`src/rtl/merge_sort_host.sv`:
```
// Host-side driver for the field-ordering merge sorter: loads tagged keys, starts a sort,
// and streams the resulting index permutation out through a 2-entry skid FIFO.
module merge_sort_host #(
  parameter int INT_WIDTH   = 32,
  parameter int INDEX_WIDTH = 13,
  parameter int LIST_LEN    = 8192,
  parameter int K           = $clog2(LIST_LEN)
) (
  input  logic                           clk,
  input  logic                           rst,
  input  logic                           in_valid,
  output logic                           in_ready,
  input  logic [INT_WIDTH-1:0]           in_data,
  output logic                           out_valid,
  input  logic                           out_ready,
  output logic [INDEX_WIDTH-1:0]         out_index,
  output logic                           out_last,
  output logic                           busy,
  output logic                           done,
  output logic                           fail,
  output logic                           sort_wr_en,
  output logic [K-1:0]                   sort_wr_addr,
  output logic [INT_WIDTH+INDEX_WIDTH-1:0] sort_data_in,
  output logic                           sort_start,
  output logic                           sort_rd_en,
  output logic [K-1:0]                   sort_rd_addr,
  input  logic [INT_WIDTH+INDEX_WIDTH-1:0] sort_data_out,
  input  logic                           sort_done,
  input  logic                           sort_fail
);

  localparam logic [K-1:0] WR_LAST = K'(LIST_LEN - 1);
  localparam logic [K:0]   RD_END  = (K+1)'(LIST_LEN);
  localparam logic [K:0]   RD_LAST = (K+1)'(LIST_LEN - 1);

  typedef enum logic [2:0] {ST_IDLE, ST_LOAD, ST_START, ST_SORT, ST_READ} state_t;

  state_t                            state_q;
  logic [K-1:0]                      wcnt_q;
  logic [K:0]                        rcnt_q;
  logic                              sort_first_q;
  logic                              in_ready_q;
  logic                              sort_wr_en_q;
  logic [K-1:0]                      sort_wr_addr_q;
  logic [INT_WIDTH+INDEX_WIDTH-1:0]  sort_data_in_q;
  logic                              sort_start_q;
  logic                              done_q;
  logic                              fail_q;
  logic                              pend_q;
  logic                              pend_last_q;
  logic [INDEX_WIDTH-1:0]            fifo_idx_q  [2];
  logic                              fifo_last_q [2];
  logic                              fifo_rd_ptr_q;
  logic                              fifo_wr_ptr_q;
  logic [1:0]                        fifo_cnt_q;

  logic       in_fire;
  logic       push;
  logic       pop;
  logic [2:0] occ_after_pop;
  logic       rd_issue;
  logic       unused_key_bits;

  assign in_fire   = in_valid && in_ready_q;
  assign out_valid = (fifo_cnt_q != 2'd0);
  assign pop       = out_valid && out_ready;
  assign push      = pend_q;

  // Credit the pop in the same cycle so a read can be issued every cycle at full rate.
  assign occ_after_pop = {1'b0, fifo_cnt_q} + {2'b00, pend_q} - {2'b00, pop};
  assign rd_issue      = (state_q == ST_READ) && (rcnt_q < RD_END) && (occ_after_pop < 3'd2);

  assign sort_rd_en   = rd_issue;
  assign sort_rd_addr = rcnt_q[K-1:0];

  assign in_ready     = in_ready_q;
  assign out_index    = fifo_idx_q[fifo_rd_ptr_q];
  assign out_last     = out_valid && fifo_last_q[fifo_rd_ptr_q];
  assign busy         = (state_q != ST_IDLE);
  assign done         = done_q;
  assign fail         = fail_q;
  assign sort_wr_en   = sort_wr_en_q;
  assign sort_wr_addr = sort_wr_addr_q;
  assign sort_data_in = sort_data_in_q;
  assign sort_start   = sort_start_q;

  assign unused_key_bits = ^sort_data_out[INT_WIDTH+INDEX_WIDTH-1:INDEX_WIDTH];

  always_ff @(posedge clk or posedge rst) begin
    if (rst) begin
      state_q        <= ST_IDLE;
      wcnt_q         <= '0;
      rcnt_q         <= '0;
      sort_first_q   <= 1'b0;
      in_ready_q     <= 1'b0;
      sort_wr_en_q   <= 1'b0;
      sort_wr_addr_q <= '0;
      sort_data_in_q <= '0;
      sort_start_q   <= 1'b0;
      done_q         <= 1'b0;
      fail_q         <= 1'b0;
      pend_q         <= 1'b0;
      pend_last_q    <= 1'b0;
      fifo_rd_ptr_q  <= 1'b0;
      fifo_wr_ptr_q  <= 1'b0;
      fifo_cnt_q     <= 2'd0;
      // NOTE: the two FIFO slots drive out_index directly, so they are reset to keep it 0 after reset.
      for (int i = 0; i < 2; i++) begin
        fifo_idx_q[i]  <= '0;
        fifo_last_q[i] <= 1'b0;
      end
    end else begin
      // NOTE: pulse outputs default low here; a later non-blocking assignment in this block wins.
      sort_wr_en_q <= 1'b0;
      sort_start_q <= 1'b0;
      done_q       <= 1'b0;
      fail_q       <= 1'b0;

      pend_q <= rd_issue;
      if (rd_issue) begin
        pend_last_q <= (rcnt_q == RD_LAST);
        rcnt_q      <= rcnt_q + (K+1)'(1);
      end

      if (push) begin
        fifo_idx_q[fifo_wr_ptr_q]  <= sort_data_out[INDEX_WIDTH-1:0];
        fifo_last_q[fifo_wr_ptr_q] <= pend_last_q;
        fifo_wr_ptr_q              <= ~fifo_wr_ptr_q;
      end
      if (pop) fifo_rd_ptr_q <= ~fifo_rd_ptr_q;
      case ({push, pop})
        2'b10:   fifo_cnt_q <= fifo_cnt_q + 2'd1;
        2'b01:   fifo_cnt_q <= fifo_cnt_q - 2'd1;
        default: fifo_cnt_q <= fifo_cnt_q;
      endcase

      case (state_q)
        ST_IDLE, ST_LOAD: begin
          in_ready_q <= 1'b1;
          if (in_fire) begin
            sort_wr_en_q   <= 1'b1;
            sort_wr_addr_q <= wcnt_q;
            sort_data_in_q <= {in_data, INDEX_WIDTH'(wcnt_q)};
            if (wcnt_q == WR_LAST) begin
              wcnt_q     <= '0;
              in_ready_q <= 1'b0;
              state_q    <= ST_START;
            end else begin
              wcnt_q  <= wcnt_q + K'(1);
              state_q <= ST_LOAD;
            end
          end
        end
        ST_START: begin
          sort_start_q <= 1'b1;
          sort_first_q <= 1'b1;
          state_q      <= ST_SORT;
        end
        ST_SORT: begin
          // The sticky fail flag still reflects the previous run during the start cycle.
          sort_first_q <= 1'b0;
          if (sort_fail && !sort_first_q) begin
            fail_q     <= 1'b1;
            in_ready_q <= 1'b1;
            state_q    <= ST_IDLE;
          end else if (sort_done) begin
            rcnt_q  <= '0;
            state_q <= ST_READ;
          end
        end
        ST_READ: begin
          if (pop && out_last) begin
            done_q     <= 1'b1;
            in_ready_q <= 1'b1;
            rcnt_q     <= '0;
            state_q    <= ST_IDLE;
          end
        end
        default: state_q <= ST_IDLE;
      endcase
    end
  end

endmodule

```
`config.mk`:
```
export PLATFORM = sky130hd
export DESIGN_NAME = merge_sort_host
export DESIGN_NICKNAME = d
export VERILOG_FILES = /design/src/rtl/merge_sort_host.sv
export SDC_FILE = /design/constraint.sdc
export NUM_CORES = 1
export LEC_CHECK = 0
export CORE_ASPECT_RATIO = 0.75
export CORE_MARGIN = 2
export CORE_UTILIZATION = 55
export CTS_CLUSTER_DIAMETER = 60
export DETAILED_ROUTE_END_ITERATION = 10
export DONT_BUFFER_PORTS = 1
export GPL_TIMING_DRIVEN = 1
export PLACE_DENSITY = 0.71
export SYNTH_ARGS = -nofsm -noshare
export SYNTH_HDL_FRONTEND = slang
export SYNTH_SLANG_ARGS = --single-unit
```
`constraint.sdc`:
```
create_clock -name clk -period 4.05 [get_ports clk]
set_input_delay 0.6075 -clock clk [delete_from_list [all_inputs] [get_ports clk]]
set_output_delay 0.6075 -clock clk [all_outputs]
set_load 0.01 [all_outputs]
```
# Word level (Yosys, flattened, before mapping)
# Index checks and enable logic that the tools add are counted.
dict set report word_totals {
  reg_bits 128
  inputBits 83
  out_inout_bits 93
  word_cells 104
}
dict set report classes {
  n_addsub 6
  order_cmp 5
  n_eq_ne 12
  muxes 38
  n_bitwise 4
  n_reduce_logical 19
}
# op count
set ops {}
lappend ops {{two-way mux 13 bit} 5}
lappend ops {{two-way mux 14 bit} 4}
lappend ops {{case mux 14 bit (2 select lines)} 1}
lappend ops {{bitwise mux 26 bit} 1}
lappend ops {{two-way mux 1 bit} 15}
lappend ops {{adder 14 x 1 -> 14 bit (second input constant)} 1}
lappend ops {{== test 14 x 13 -> 1 bit (second input constant)} 1}
lappend ops {{< comparator 14 bit (second input constant)} 1}
lappend ops {{adder 13 x 1 -> 13 bit (second input constant)} 1}
lappend ops {{demux 13 bit (select 1 bit)} 1}
lappend ops {{== test 13 bit (second input constant)} 1}
lappend ops {{two-way mux 3 bit} 4}
lappend ops {{case mux 3 bit (4 select lines)} 1}
lappend ops {{logical AND 1 bit} 8}
lappend ops {{== test 3 x 2 -> 1 bit (second input constant)} 2}
lappend ops {{AND reduction 3 bit} 2}
lappend ops {{nonzero test 2 bit} 3}
lappend ops {{nonzero test 3 bit} 2}
lappend ops {{>= comparator 2 bit (second input constant)} 2}
lappend ops {{!= test 2 bit (second input constant)} 2}
lappend ops {{inverter 1 -> 2 bit} 2}
lappend ops {{case mux 2 bit (2 select lines)} 1}
lappend ops {{adder 2 x 1 -> 3 bit} 1}
lappend ops {{== test 3 x 1 -> 1 bit (second input constant)} 1}
lappend ops {{other kinds (20)} 21}

# Longest topological paths before layout
# Gate-level depths: netlist of the first run.
dict set report depth {
  depth_word 9
  mapped_depth 9
  depth_no_buf 8
}

# Worst setup path before layout of the first run
# OpenSTA, ideal clock, no wires.
dict set report synth_path {
  path_type {input-to-output}
  startpoint {input out_ready}
  endpoint {output sort_rd_en}
  t_arrival_ps 2203
  path_slack_ps 1239
  stages 8
  cell_sequence {nand2b_1 > nor2_1 > o21ai_0 > fa_1 > nand2b_1 > or3_1 > buf_2 > inv_1}
}
dict set report synth_between {
  elab_chain_len 4
}
# element line
set synth_lines {}
lappend synth_lines {{start: declaration} 15} ;# input logic out_ready,
lappend synth_lines {{logical AND 1 bit} 66} ;# assign pop = out_valid && out_ready;
lappend synth_lines {{subtractor 3 x 1 -> 3 bit} 70} ;# assign occ_after_pop = {1'b0, fifo_cnt_q} + {2'b00, pend_q} - {2'b00, pop};
lappend synth_lines {{< comparator 3 x 2 -> 1 bit} 71} ;# assign rd_issue = (state_q == ST_READ) && (rcnt_q < RD_END) && (occ_after_pop < 3'd2);
lappend synth_lines {{logical AND 1 bit} 71}
lappend synth_lines {{end: declaration} 25} ;# output logic sort_rd_en,
# Every way passes these cells.

# Worst setup path after layout of the first run
dict set report layout_path {
  startpoint {register fifo_cnt_q[1]}
  endpoint {output sort_rd_en}
}
dict set report layout_between {
  elab_chain_len 5
  word_cells_on_any_way 6
  classes_between {2 x add/sub; 1 x order compare; 3 x reduce/logical}
}
# element line
set layout_lines {}
lappend layout_lines {{start: declaration} 55} ;# logic [1:0] fifo_cnt_q;
lappend layout_lines {{start signal: assignment} 132} ;# 2'b10: fifo_cnt_q <= fifo_cnt_q + 2'd1;
lappend layout_lines {{start signal: assignment} 133} ;# 2'b01: fifo_cnt_q <= fifo_cnt_q - 2'd1;
lappend layout_lines {{start signal: assignment} 134} ;# default: fifo_cnt_q <= fifo_cnt_q;
lappend layout_lines {{branches (longest 2 deep; another with adder 2 x 1 -> 3 bit)} n/a}
lappend layout_lines {{subtractor 3 x 1 -> 3 bit (*)} 70}
lappend layout_lines {{< comparator 3 x 2 -> 1 bit (*)} 71}
lappend layout_lines {{logical AND 1 bit (*)} 71}
# Every way passes the cells marked *.

==> results.py, run 1 <==
metrics = {
    "die": {
        "dieArea_um2": 10200,
        "initial_core_util_pct": 56.7,
        "dieHeight_um": 87.8,
        "std_cell_rows": 30,
        "core_um2": 9080,
        "die_x_um": 116,
        "io_pins": 176,
    },
    "yosys": {
        "ys.flop_type": "dfrtp_1",
        "post-synth-top-count-cell": "nand2_1",
        "synth_edf_count": 0,
        "synth_area_leaders": "dfrtp_1 (56%), nand2_1 (10%), mux2_2 (9.0%)",
        "syn-num-nets": 590,
        "synth_top_area_cell": "dfrtp_1",
        "ys_ff_latch": 115,
        "netlist_instances": 504,
        "ys_seq_area_share_pct": 55.9,
        "synth.top_cells.by_count": "nand2_1 (139), dfrtp_1 (115), mux2_2 (41)",
        "syn_avg_cell_area_um2": 10.2,
        "synthesis.area_um2": 5150,
        "ys_warn_count": 0,
        "synth-async-reset-ratio_pct": 100,
        "synth_cell_types": 38,
        "synth_top_area_share_pct": 55.9,
    },
    "sta": {
        "slew_headroom_pct": 37.8,
        "finalCritPeriodShare_pct": 81.8,
        "tightest_slew_ns": 0.924,
        "max_freq_mhz": 302,
        "rsz0062_at_grt": "false",
        "setup_tns_ns": 0,
        "fin_crit_ns": 3.31,
        "hold_viol_final": 0,
        "setup_viol": 0,
        "maxSlewViolCount": 0,
        "clock-skew-final_ns": 0.00683,
    },
    "pwr": {
        "power_per_cell_area_nw_per_um2": 575,
        "ir_drop_uv": 313,
        "p_leak_nw": 2.67,
    },
    "grt": {
        "grt_pass1_vias": 3449,
        "track_usage_pct": 21.8,
        "grt_overflow": 0,
        "grt_max_degree": 60,
        "grt_first_pass_wirelength_mm": 16.9,
        "antenna_found_initial": 0,
    },
    "routing": {
        "dr_total_vias": 3375,
        "wirelength_mm": 10.1,
        "post_drt_wl_per_cell_um": 16.3,
        "detail-route-antenna-nets": 0,
        "drcViolationCount": 0,
        "via_per_inst": 5.46,
        "drt-initial-drc-count": 290,
        "drtPass1Iterations": 4,
    },
    "clock_tree": {
        "ctsRootBufferMaster": "clkbuf_16",
        "cts_tree": "done",
        "htree_num_levels": 4,
        "clockBufferDepth": 2,
        "cts_made_buffers": 17,
        "post_cts_buffers": 0,
        "ctsHoldBuffers": 0,
        "path_clk_slew_ns": 0.05,
        "clock_sinks": 115,
        "ctsResizeCount": 0,
        "clock_latency_ns": 0.40,
    },
    "setup_path": {
        "critical_path_class": "reg -> out",
        "cp_slowest_stage_delay_ns": 0.53,
        "worstSetupStartpointType": "flop",
        "cp.arrival_ns": 2.71,
        "cp_cell_sequence": "inv_1 -> nor2_1 -> o21ai_0 -> fa_1 -> nand2b_1 -> or3_1 -> inv_1",
        "cp_slowest_cell": "fa_1",
        "cp_top_family": "simple AND/OR/NAND/NOR gates",
        "cp_common_cell": "inv_1",
        "end_kind": "output pin",
        "cp_max_fo": 8,
        "required_ns": 3.44,
        "crit_buf_inv": 2,
    },
    "outcome": {
        "status": "completed",
    },
    "finish": {
        "design_area_um2": 5660,
        "diodes": 0,
        "areaGrowthSynthToFinish_pct": 9.99,
        "nets": 563,
        "drive_gt1_share_pct": 16.9,
    },
    "place": {
        "port_buffers": 0,
        "post_dp_cell_area_um2": 5060,
        "place.gp.congestion": 0.809,
        "hpwl_mm": 6.81,
    },
    "job": {
        "cap_viol_max_count": 0,
    },
    "worst_hold_path": {
        "hold_path.class": "in -> async",
    },
}
[power by group]
group	internal, W	switching, W
clock network	0.000926	0.000542
registers	0.00128	0.000194
logic	0.000153	0.000159
total	0.00236	0.000895
[stage by stage]
step / utilization [%] / power, W / cells / worst slack, ns / hold slack [ns]
floorplan: - / 0.00176 / 504 / 0.398 / 0.461
global placement: 55.7 / 0.00179 / 586 / 1.09 / 0.479
detailed placement: 55.7 / 0.00181 / 586 / 1.08 / 0.485
CTS: 62.3 / 0.00329 / 618 / 0.711 / 0.226
global route: 62.3 / 0.00341 / 618 / 0.503 / 0.260
finish: 62.3 / 0.00326 / 618 / 0.736 / 0.194
[routing by layer]
metal | global-route usage (%) | wire, um | vias to the layer above
met5 | 0 | 0 | -
met4 | 9.42 | 90 | 0
met3 | 8.37 | 899 | 8
met2 | 32.2 | 4580 | 115
met1 | 28.9 | 4500 | 1659
li1 | - | - | 1593
[worst register-to-register path, cell delays in order (launching register included)]
cell,delay [ns]
dfrtp_1,0.50
inv_1,0.07
nor2_1,0.22
o21ai_0,0.15
fa_1,0.53
nand2b_1,0.16
or3_1,0.51
or4_1,0.53
a21oi_1,0.14
[state kept, by name (all words and copies together), names as in the netlist]
signal	flops
fifo_cnt_q	2
sort_first_q	1
fifo_rd_ptr_q	1
fifo_wr_ptr_q	1
fifo_idx_q	26
state_q	3
sort_start	1
done	1
fifo_last_q	2
rcnt_q	14
wcnt_q	13
sort_wr_en	1
sort_data_in	33
fail	1
sort_wr_addr	12
pend_last_q	1
pend_q	1
in_ready	1
[final timing paths]
check / from / to / slack (ns) / cells past startpoint
setup / recovery: fifo_cnt_q[1]$_DFFE_PP0P_ / sort_rd_en / 0.74 / 7
hold / removal: rst / sort_data_in[35]$_DFFE_PP0P_ / 0.19 / 1
setup reg to reg: fifo_cnt_q[1]$_DFFE_PP0P_ / rcnt_q[6]$_DFF_PP0_ / 1.17 / 8
hold reg to reg: sort_first_q$_DFFE_PP0P_ / sort_first_q$_DFFE_PP0P_ / 0.50 / 1
max in group asynchronous: rst / sort_data_in[32]$_DFFE_PP0P_ / 2.98 / 2
min in group clk: in_data[29] / sort_data_in[42]$_DFFE_PP0P_ / 0.31 / 2
[layout by cell type, fill, tap and decap left out, types with 2 or more instances in the layout]
cell and instances:
dfrtp_1 115, nor3_1 4, nor2b_1 6, bufinv_16 2, clkbuf_16 17, o21ai_0 10
or2_2 2, nand2_1 139, mux2_2 41, inv_1 8, ha_1 2, clkinv_4 5
or4_1 5, nand3_1 10, and3_1 4, and2_1 2, or3_1 7, xnor2_1 12
nand4b_1 2, clkinvlp_4 6, o31ai_1 7, a21oi_1 12, buf_4 6, nand2b_1 3
a21o_1 3, nand4_1 8, nor4_1 7, mux2i_1 2, nor2_1 21, xor2_1 9
[cells by family after synthesis]
| kind of cell | count (synthesis) | synth area share (%) |
|---|---|---|
| AOI/OAI and AO/OA | 34 | 3.87 |
| xor gates and xnor gates | 21 | 3.57 |
| adders and majority gates | 3 | 0.875 |
| buffers and inverters | 62 | 6.47 |
| DFF | 115 | 55.9 |
| muxes | 43 | 9.36 |
| and+or+nand+nor | 226 | 19.9 |
[cell type report]
type	count	area (um^2)
Fill cell	743	3420
Sequential cell	115	2880
Tap cell	128	160
Multi-Input combinational cell	327	1940
Clock buffer	18	439
Inverter	10	40.0
Clock inverter	14	158
Timing Repair Buffer	6	45.0
No activity file was read; power rests on OpenSTA's default activity.
==> run 2: changes to the inputs <==
--- a/config.mk
+++ b/config.mk
@@ -12,7 +12,7 @@
 export DETAILED_ROUTE_END_ITERATION = 10
 export DONT_BUFFER_PORTS = 1
 export GPL_TIMING_DRIVEN = 1
-export PLACE_DENSITY = 0.71
+export PLACE_DENSITY = 0.74
 export SYNTH_ARGS = -nofsm -noshare
 export SYNTH_HDL_FRONTEND = slang
 export SYNTH_SLANG_ARGS = --single-unit
==> constraint.sdc (replaced) <==
create_clock -name clk -period 2.88 [get_ports clk]
set_input_delay 0.432 -clock clk [delete_from_list [all_inputs] [get_ports clk]]
set_output_delay 0.432 -clock clk [all_outputs]
set_load 0.01 [all_outputs]
==> run 2 against run 1 <==
  * Non-clock buffer count up 6
  * Clock skew about the same
  * Sequential share of layout area down 0.36 points
  * Routed wire length increased by 2.7%
  * Clock power up 26%
  * Power up 35%
  * Worst setup slack got worse by 0.62 ns
  * Critical endpoint unchanged
==> results.py, run 2 (synthesized netlist as in run 1, its figures left out) <==
metrics = {
    "grt": {
        "grt_pass1_vias": 3329,
        "grt_overflow": 0,
        "grt_first_pass_wirelength_mm": 16.7,
        "grt_max_degree": 54,
        "track_usage_pct": 21.6,
        "antenna_found_initial": 0,
    },
    "pwr": {
        "p_int_w": 0.00323,
        "seqPwrFrac_pct": 46.5,
        "power.switching_w": 0.00117,
        "ir_drop_uv": 483,
        "p_leak_nw": 2.70,
        "clockPowerShare_pct": 42.2,
        "comb_power_share_pct": 11.3,
        "p_sw_share_pct": 26.6,
        "power_per_cell_area_nw_per_um2": 771,
    },
    "setup_path": {
        "cp.arrival_ns": 2.33,
        "end_kind": "output pin",
        "worstSetupStartpointType": "flop",
        "required_ns": 2.45,
        "cp_max_fo": 7,
        "critical_path_class": "reg -> out",
    },
    "sta": {
        "setup_viol": 0,
        "rsz0062_at_grt": "false",
        "clock-skew-final_ns": 0.00694,
        "hold_viol_final": 0,
        "slew_headroom_pct": 46.1,
        "max_freq_mhz": 361,
        "tightest_slew_ns": 0.807,
        "maxSlewViolCount": 0,
        "fin_crit_ns": 2.77,
        "finalCritPeriodShare_pct": 96.1,
        "setup_tns_ns": 0,
    },
    "routing": {
        "detail-route-antenna-nets": 0,
        "post_drt_wl_per_cell_um": 16.7,
        "via_per_inst": 5.49,
        "dr_total_vias": 3411,
        "drcViolationCount": 0,
        "wirelength_mm": 10.3,
        "drtPass1Iterations": 4,
        "drt-initial-drc-count": 209,
    },
    "clock_tree": {
        "cts_made_buffers": 17,
        "ctsRootBufferMaster": "clkbuf_16",
        "cts_tree": "done",
        "clock_sinks": 115,
        "clockBufferDepth": 2,
        "ctsHoldBuffers": 0,
        "path_clk_slew_ns": 0.05,
        "clock_latency_ns": 0.40,
        "htree_num_levels": 4,
    },
    "finish": {
        "largest_reg_flops": 33,
        "stdcell_count": 621,
        "drive_gt1_share_pct": 19.3,
        "diodes": 0,
        "areaGrowthSynthToFinish_pct": 10.8,
        "design_area_um2": 5700,
        "nets": 569,
        "final_common_cell": "nand2_1",
        "final_cell_mix": "nand2_1 (139), dfrtp_1 (115), mux2_2 (41)",
        "seq_area_um2": 2880,
        "filler_cell_count": 753,
        "multi_input_area_um2": 1990,
    },
    "place": {
        "place.gp.congestion": 0.810,
        "dp_cells": 590,
        "post_dp_cell_area_um2": 5110,
        "hpwl_mm": 6.99,
        "port_buffers": 0,
    },
    "job": {
        "cap_viol_max_count": 0,
    },
    "die": {
        "std_cell_rows": 30,
        "io_pins": 176,
        "dieHeight_um": 87.8,
        "core_um2": 9080,
        "die_x_um": 116,
        "initial_core_util_pct": 56.7,
        "dieArea_um2": 10200,
    },
    "worst_hold_path": {
        "hold_path.class": "in -> async",
    },
    "outcome": {
        "status": "completed",
    },
}
-- run 2: cell count changes in the layout (fill, tap and decap cells not counted), sizes merged --
cell,change
buf,+6
clkbuf,+6
clkinvlp,-4
bufinv,-2
inv,-2
clkinv,-1
-- run 2: timing repair --
action,4_1_cts,5_1_grt
endpoints found under the setup margin,2,5
resized for setup,7,6
setup buffers,2,0
pin swaps,3,2
-- run 2: metal layers --
metal	wire (um)	share of wire [%]	GRT usage [%]	vias up
met5	0	0	0	-
li1	-	-	-	1603
met1	4700	45	29.1	1677
met3	805	7.8	9.55	13
met4	142	1.4	6.49	0
met2	4700	45	32.1	118
-- run 2: layout make-up --
| class | count | share of cell area [%] |
|---|---|---|
| well taps | 128 | 2.81 |
| flip-flops and latches | 115 | 50.5 |
| clock buffers | 24 | 8.80 |
| inverters | 10 | 0.768 |
| repair buffers | 12 | 1.80 |
| clock inverters | 5 | 0.483 |
| multi-input cells | 327 | 34.9 |
-- run 2: power by group through the flow --
| stage | clock network (W) | registers, W | logic [W] |
|---|---|---|---|
| 4_1_cts | 0.00189 | 0.00204 | 0.000504 |
| 5_1_grt | 0.00197 | 0.00207 | 0.000550 |
| 6_report | 0.00185 | 0.00204 | 0.000495 |
| 3_5_place_dp | 0 | 0.00206 | 0.000501 |
| 3_3_place_gp | 0 | 0.00205 | 0.000479 |
| 2_1_floorplan | 0 | 0.00198 | 0.000498 |
-- run 2: critical path: stages (launching register included) --
cell      delay (ns)
dfrtp_1         0.40
nand2b_4        0.15
nor2_2          0.12
o21ai_2         0.09
fa_2            0.60
nand2b_4        0.09
or3_4           0.42
inv_4           0.08
-- run 2: final timing paths --
kind | from | slack, ns | depth (start not counted) | to
min in group clk | in_data[16] | 0.14 | 2 | sort_data_in[29]$_DFFE_PP0P_
setup reg to reg | fifo_cnt_q[0]$_DFFE_PP0P_ | 0.15 | 9 | rcnt_q[6]$_DFF_PP0_
max in group asynchronous | rst | 2.11 | 2 | sort_data_in[28]$_DFFE_PP0P_
hold / removal | rst | 0.05 | 1 | rcnt_q[10]$_DFF_PP0_
setup / recovery | fifo_cnt_q[0]$_DFFE_PP0P_ | 0.11 | 7 | sort_rd_en
hold reg to reg | fifo_wr_ptr_q$_DFFE_PP0P_ | 0.50 | 1 | fifo_wr_ptr_q$_DFFE_PP0P_
-- run 2: per-stage QoR --
step	setup WS, ns	hold slack, ns	power (W)	util (%)
6_report	0.113	0.0476	0.00439	62.8
3_5_place_dp	0.0433	0.487	0.00256	56.2
4_1_cts	0.00426	0.0594	0.00443	62.5
3_3_place_gp	0.143	0.467	0.00253	56.2
5_1_grt	0.00825	0.0962	0.00459	62.8
2_1_floorplan	0.222	0.461	0.00248	-
